--- config.mk ---
export PLATFORM = sky130hd
export DESIGN_NAME = adder_share_arb
export DESIGN_NICKNAME = d
export VERILOG_FILES = /design/src/rtl/adder_share_pkg.sv /design/src/rtl/adder_share_arb_rr_arbiter.sv /design/src/rtl/adder_share_arb.sv
export SDC_FILE = /design/constraint.sdc
export NUM_CORES = 1
export LEC_CHECK = 0
export ABC_AREA = 1
export CAP_MARGIN = 5
export CORE_MARGIN = 4
export CORE_UTILIZATION = 40
export CTS_BUF_LIST = sky130_fd_sc_hd__clkbuf_8
export CTS_CLUSTER_DIAMETER = 100
export DETAILED_ROUTE_END_ITERATION = 8
export PLACE_DENSITY = 0.73
export SKIP_LAST_GASP = 1
export SLEW_MARGIN = 20
export SYNTH_ARGS = -nofsm -noshare
export SYNTH_HDL_FRONTEND = slang
export SYNTH_SLANG_ARGS = --single-unit
--- constraint.sdc ---
create_clock -name clk -period 7.6 [get_ports clk]
set_input_delay 1.9 -clock clk [delete_from_list [all_inputs] [get_ports clk]]
set_output_delay 1.9 -clock clk [all_outputs]
set_load 0.005 [all_outputs]
--- src/rtl/adder_share_pkg.sv ---
// adder_share_pkg: shared types and helpers for the time-shared adder arbiter
package adder_share_pkg;
  localparam int WIDTH_DEF = 6;
  typedef enum logic [1:0] {IDLE, CALC, RESP} state_t;
  function automatic int idw(input int n);
    return (n <= 2) ? 1 : $clog2(n);
  endfunction
endpackage

--- src/rtl/adder_share_arb_rr_arbiter.sv ---
// rr_arbiter: combinational round-robin pick of the first request at or after ptr
module rr_arbiter #(
  parameter int NUM_REQ = 4,
  parameter int IDW = 2
) (
  input  logic [NUM_REQ-1:0] req,
  input  logic [IDW-1:0]     ptr,
  output logic [NUM_REQ-1:0] grant,
  output logic [IDW-1:0]     grant_idx,
  output logic               any_req
);
  logic [NUM_REQ-1:0] rot;
  logic [IDW:0] off, pos;
  assign any_req = |req;
  assign grant = any_req ? NUM_REQ'(1) << grant_idx : '0;
  // rotate requests so ptr sits at bit 0, take the lowest set bit, then map back
  always_comb begin
    rot = NUM_REQ'({req, req} >> ptr);
    off = '0;
    for (int k = NUM_REQ - 1; k >= 0; k--) if (rot[k]) off = (IDW+1)'(k);
    pos = {1'b0, ptr} + off;
    grant_idx = IDW'(pos >= (IDW+1)'(NUM_REQ) ? pos - (IDW+1)'(NUM_REQ) : pos);
  end
endmodule

--- src/rtl/adder_share_arb.sv ---
// adder_share_arb: round-robin time-sharing of one adder between several requesters
module adder_share_arb
  import adder_share_pkg::*;
#(
  parameter int NUM_REQ = 4,
  parameter int WIDTH = WIDTH_DEF,
  parameter int IDW = idw(NUM_REQ)
) (
  input  logic                     clk,
  input  logic                     rst,
  input  logic [NUM_REQ-1:0]       req_valid,
  output logic [NUM_REQ-1:0]       req_ready,
  input  logic [NUM_REQ*WIDTH-1:0] req_a,
  input  logic [NUM_REQ*WIDTH-1:0] req_b,
  output logic                     rsp_valid,
  input  logic                     rsp_ready,
  output logic [IDW-1:0]           rsp_id,
  output logic [WIDTH-1:0]         rsp_sum,
  output logic                     busy
);
  state_t state;
  logic [IDW-1:0] rr_ptr, cur_id, gidx;
  logic [NUM_REQ-1:0] grant;
  logic any_req;
  logic [WIDTH-1:0] a_q, b_q, sum;
  rr_arbiter #(.NUM_REQ(NUM_REQ), .IDW(IDW)) u_arb (
    .req(req_valid), .ptr(rr_ptr), .grant(grant), .grant_idx(gidx), .any_req(any_req)
  );
  assign sum = a_q + b_q;
  assign req_ready = (state == IDLE) ? grant : '0;
  assign rsp_valid = state == RESP;
  assign busy = state != IDLE;
  // grant/latch in IDLE, one full cycle for the ripple add, hold response until taken
  always_ff @(posedge clk) begin
    if (rst) begin
      state <= IDLE;
      rr_ptr <= '0;
      cur_id <= '0;
      a_q <= '0;
      b_q <= '0;
      rsp_sum <= '0;
      rsp_id <= '0;
    end else begin
      case (state)
        IDLE: if (any_req) begin
          a_q <= req_a[gidx*WIDTH +: WIDTH];
          b_q <= req_b[gidx*WIDTH +: WIDTH];
          cur_id <= gidx;
          state <= CALC;
        end
        CALC: begin
          rsp_sum <= sum;
          rsp_id <= cur_id;
          state <= RESP;
        end
        RESP: if (rsp_ready) begin
          rr_ptr <= (cur_id == IDW'(NUM_REQ - 1)) ? '0 : cur_id + 1'b1;
          state <= IDLE;
        end
        default: state <= IDLE;
      endcase
    end
  end
endmodule

After elaboration in Yosys (flattened, before gate mapping) --
Index checks and enable logic that the tools add are counted.
Word-level totals: bits in registers 26, bits of input ports 55, output and inout bits 14, word-level logic and storage cells 39
Operators by class: add/sub/neg operators 4, multiply operators 1, $lt $le $gt $ge 1, eq/ne operators 5, shifts and indexed selects 4, muxes and demuxes 11, reductions and logical operators 6
Operators by type and width (number):
- $shiftx 24x6->6 | 2
- $mux 2 | 8
- $mux 4 | 2
- $shr 8x2->4 | 1
- $add 6x6->6 | 1
- $pmux 2 s3 | 1
- $reduce_and 2->1 | 3
- $eq 2x2->1 const B | 2
- $mul 2x2->4 const B | 1
- $ne 2x1->1 const B | 2
- $reduce_or 4->1 | 1
- $shl 1x2->4 const A | 1
- $add 2x2->3 | 1
- $ge 3x3->1 const B | 1
- $add 2x1->2 const B | 1
- $eq 2x1->1 const B | 1
- $logic_not 2->1 | 1
- $reduce_bool 2->1 | 1
- $sub 2x1->2 const B | 1

Longest topological paths before layout --
depth in word-level cells 11, gate-level depth with buffers 16, gate-level depth less buffers 14

Hierarchy --
From an unflattened synthesis, not the netlist that was laid out.
Second synthesis, totals: cells, all modules 281, area total of the unflattened synthesis 1759.2 um2
By module, submodules not included:
- adder_share_arb | times used 1, cells an instance 237, area each 1537.7 um2, seq. area each 520.5 um2
- rr_arbiter | times used 1, cells an instance 44, area each 221.5 um2, seq. area each 0.0 um2

Worst setup path after synthesis --
OpenSTA, ideal clock, no wires.
kind in2out, start in req_valid[1], end out req_ready[1], data arrival time 3306 ps, required time 5700 ps, slack 2394 ps, cell stages on the path 10, path buffers 2, cells stage by stage nand2_1 nand3_1 nand2_1 nand3_1 a21boi_0 ha_1 clkbuf_1 inv_1 clkbuf_1 nor3_1
On the way: word-level cells in the longest chain between the ends 11
Ends and longest elaborated chain:
- from (decl) | line adder_share_arb.sv:11 | input logic [NUM_REQ-1:0] req_valid,
- $shr 8x2->4 | line adder_share_arb_rr_arbiter.sv:18 | rot = NUM_REQ'({req, req} >> ptr);
- $mux 2 (4 in a row) | line adder_share_arb_rr_arbiter.sv:20 | for (int k = NUM_REQ - 1; k >= 0; k--) if (rot[k]) off = (IDW+1)'(k);
- $add 2x2->3 | line adder_share_arb_rr_arbiter.sv:21 | pos = {1'b0, ptr} + off;
- $ge 3x3->1 or $sub 2x1->2 (tied branches) | line adder_share_arb_rr_arbiter.sv:22 | grant_idx = IDW'(pos >= (IDW+1)'(NUM_REQ) ? pos - (IDW+1)'(NUM_REQ) : pos);
- $mux 2 | line adder_share_arb_rr_arbiter.sv:22
- $shl 1x2->4 | line adder_share_arb_rr_arbiter.sv:15 | assign grant = any_req ? NUM_REQ'(1) << grant_idx : '0;
- $mux 4 (*) | line adder_share_arb_rr_arbiter.sv:15
- $mux 4 (*) | line adder_share_arb.sv:30 | assign req_ready = (state == IDLE) ? grant : '0;
- to (decl) | line adder_share_arb.sv:12 | output logic [NUM_REQ-1:0] req_ready,
Mark *: on every way between the ends. The rest lies on a longest branch, timed or not.

Final worst setup path --
start in req_valid[0], end out req_ready[3]
Same word-level chain as after synthesis.

==> flow_metrics.env <==
export IMPL_status="finished clean"
export IMPL_finalSetupTns_ps=0
export IMPL_cts_root_buf="clkbuf_8"
export IMPL_io_pin_count=69
export IMPL_gp_congestion=0.735
export IMPL_p_total_uw=484
export IMPL_cts_resized=0
export IMPL_ys_async_sr_fraction_pct=0
export IMPL_power_internal_uw=324
export IMPL_clock_skew_ps=5.17
export IMPL_first_iter_violations=113
export IMPL_die_height_um=76.3
export IMPL_synth_ff_type="dfxtp_1"
export IMPL_final_cell_area_um2=2610
export IMPL_wl_met3_um=264
export IMPL_top_layer="met4"
export IMPL_critPathCaptureType="output port"
export IMPL_overflow=0
export IMPL_nNetsFinal=407
export IMPL_cts_clk_slew_worst_paths_ps=90
export IMPL_cts_hold_buf=0
export IMPL_ys_ff_latch=26
export IMPL_cts_tree="done"
export IMPL_synth_cell_types=24
export IMPL_avgSynthCellArea_um2=6.61
export IMPL_synth_top_area_share_pct=27.9
export IMPL_antenna_found_initial=0
export IMPL_grtUsageTotal_pct=14.8
export IMPL_critPathMaxStageDelay_ps=530
export IMPL_reg2reg_depth=15
export IMPL_grt_pass1_wl_um=7420
export IMPL_antenna_diode_count=0
export IMPL_hold_slack_ps=500
export IMPL_vias_per_cell=4.80
export IMPL_leakage_nw=1.21
export IMPL_critPathKind="primary input to output port"
export IMPL_grt_pass1_vias=1809
export IMPL_period_share_pct=86.8
export IMPL_htree_levels=1
export IMPL_cts_sinks=26
export IMPL_yosys_warnings=0
export IMPL_arrival_ps=4690
export IMPL_clkPwrFrac_pct=23.4
export IMPL_period_minus_slack_ps=6590
export IMPL_dpl_worst_slack_ps=976
export IMPL_dr_pass1_iters=4
export IMPL_rr_endpoint="a_q[4]"
export IMPL_ys_seq_area_share_pct=27.9
export IMPL_fill_cells=453
export IMPL_synthTopCellsByArea="dfxtp_1 28%, nand2_1 15%, nor2_1 9.5%"
export IMPL_wl_per_cell_um=10.8
export IMPL_cp_max_fo=25
export IMPL_synth_area_um2=1860
export IMPL_cp_cell_sequence="clkdlybuf4s50_1 > nand2_1 > nand3_1 > nand2_1 > nand3_1 > a21boi_0 > ha_1 > xnor2_1 > nand3_4 > nand2_1 > inv_1 > nor3_1 > clkdlybuf4s50_1"
export IMPL_core_area_um2=4440
export IMPL_ant_nets=0
export IMPL_cp_num_buf_inv=3
export IMPL_cap_violations=0
export IMPL_pwr_share_seq_pct=35.0
export IMPL_wl_met1_um=2090
export IMPL_syn_inst=282
export IMPL_slew_viol_final=0
export IMPL_path_delay_family="simple AND/OR/NAND/NOR gates"
export IMPL_r2r_slack_ps=5040
export IMPL_dpl_cell_area_um2=2540
export IMPL_rsz0062_at_grt="false"
export IMPL_std_cell_rows=24
export IMPL_ys_top_cells_by_count="74 x nand2_1, 47 x nor2_1, 26 x dfxtp_1"
export IMPL_comb_power_share_pct=41.7
export IMPL_reg2reg_from="rr_ptr[0]"
export IMPL_cp_slowest_cell="clkdlybuf4s50_1"
export IMPL_clk_latency_ps=270
export IMPL_switching_share_pct=33.0
export IMPL_critPathLaunchType="primary input"
export IMPL_hold_viol_final=0
export IMPL_met2_length_um=1890
export IMPL_vias=1891
export IMPL_tightestPinTransition_ps=721
export IMPL_power_switching_uw=159
export IMPL_io_buffer_count=68
export IMPL_hp_start="cur_id[1]"
export IMPL_hold_end="rsp_id[1]"
export IMPL_fin_ws_ps=1010
export IMPL_synth_fp_nets=346
export IMPL_dpl_hpwl_um=3440
export IMPL_critPathRequiredTime_ps=5700
export IMPL_route_detailed_drc=0
export IMPL_p_per_area_nw_per_um2=185
export IMPL_routed_wl_um=4270
export IMPL_layout_drive_gt1_share_pct=7.02
export IMPL_clk_path_buf_depth=2
export IMPL_synth_edf_count=0
export IMPL_crit_top_cell="nand2_1"
export IMPL_postCtsSetupBuffers=0
export IMPL_synth_top_area_cell="dfxtp_1"
export IMPL_die_w_um=76.3
export IMPL_hp_class="flip-flop to flip-flop"
export IMPL_max_freq_mhz=152
export IMPL_die_area_um2=5820
export IMPL_peakVddDrop_uv=82.9
export IMPL_min_path_cells=2
export IMPL_yosysMostFrequentCell="nand2_1"
export IMPL_synthToLayoutAreaGrowth_pct=39.9
export IMPL_grt_max_degree=26
export IMPL_setup_viol=0
export IMPL_start_util_pct=41.9
export IMPL_cts_buffers=3
export IMPL_slew_headroom_pct=51.8
-- layout by cell type, fill, tap and decap left out, types with 2 or more instances in the layout --
master and n:
xnor2_1 3, clkbuf_8 3, nand3_1 24, clkdlybuf4s50_1 68, nand2_1 74, nor3_1 2
o21ai_0 23, ha_1 8, mux2i_1 12, inv_1 19, a21boi_0 2, a21oi_1 7
nor2_1 47, inv_2 2, nand2_2 2, dfxtp_1 26, a21oi_2 12
-- worst max-delay path by stage --
stage | from | to | slack [ps] | depth (start not counted)
after floorplan | req_valid[1] | req_ready[1] | 2390 | 10
after global placement | req_valid[0] | req_ready[3] | 1090 | 13
after detailed placement | req_valid[0] | req_ready[3] | 980 | 13
after CTS | req_valid[0] | req_ready[3] | 970 | 13
after global routing | req_valid[1] | req_ready[3] | 700 | 13
final | req_valid[0] | req_ready[3] | 1010 | 13
-- sequential cells by signal, summed over array words and instances, names as in the netlist --
name and cells:
a_q 6, b_q 6, cur_id 2, rr_ptr 2, rsp_id 2, rsp_sum 6
state 2
-- power groups by stage --
stage | combinational [mW] | clock [mW] | sequential (mW)
3_5_place_dp | 0.203 | 0 | 0.172
3_3_place_gp | 0.200 | 0 | 0.171
2_1_floorplan | 0.135 | 0 | 0.170
4_1_cts | 0.204 | 0.115 | 0.169
6_report | 0.201 | 0.113 | 0.169
5_1_grt | 0.231 | 0.122 | 0.172
-- cell type report --
cell class | instances | area (um2) | area share (%)
multi-input cells | 221 | 1180 | 45.2
repair buffers | 69 | 688 | 26.4
flip-flops and latches | 26 | 520 | 20.0
inverters | 22 | 83.8 | 3.21
well taps | 52 | 65.1 | 2.49
clock buffers | 3 | 41.3 | 1.58
clock inverters | 1 | 30.0 | 1.15
-- per-stage QoR --
| stage | util (%) | instances |
|---|---|---|
| 2_1_floorplan | - | 282 |
| 3_3_place_gp | 57.1 | 390 |
| 3_5_place_dp | 57.1 | 390 |
| 4_1_cts | 58.7 | 394 |
| 5_1_grt | 58.7 | 394 |
| 6_report | 58.7 | 394 |
-- cells by family (layout without fill, tap and decap cells) --
group	count (synthesis)	in the layout	synth area share, %
and+or+nand+nor	151	151	33.6
AOI/OAI and AO/OA	45	45	15.0
buffers and inverters	35	95	8.79
DFF	26	26	27.9
muxes	12	12	6.44
adders and majority gates	9	9	6.44
xor gates and xnor gates	4	4	1.88
-- per-layer routing --
metal | vias to the layer above | track usage (%)
li1 | 1025 | -
met1 | 809 | 19.5
met2 | 55 | 24.4
met3 | 2 | 2.84
met4 | 0 | 4.17
met5 | - | 0
-- tightest hold or removal path, delay by kind of cell, from the launching register on --
family / cells / cell delay (ps)
compound gates: 1 / 60
buf+inv: 1 / 70
flops: 1 / 330
(Power assumes the default switching activity.)
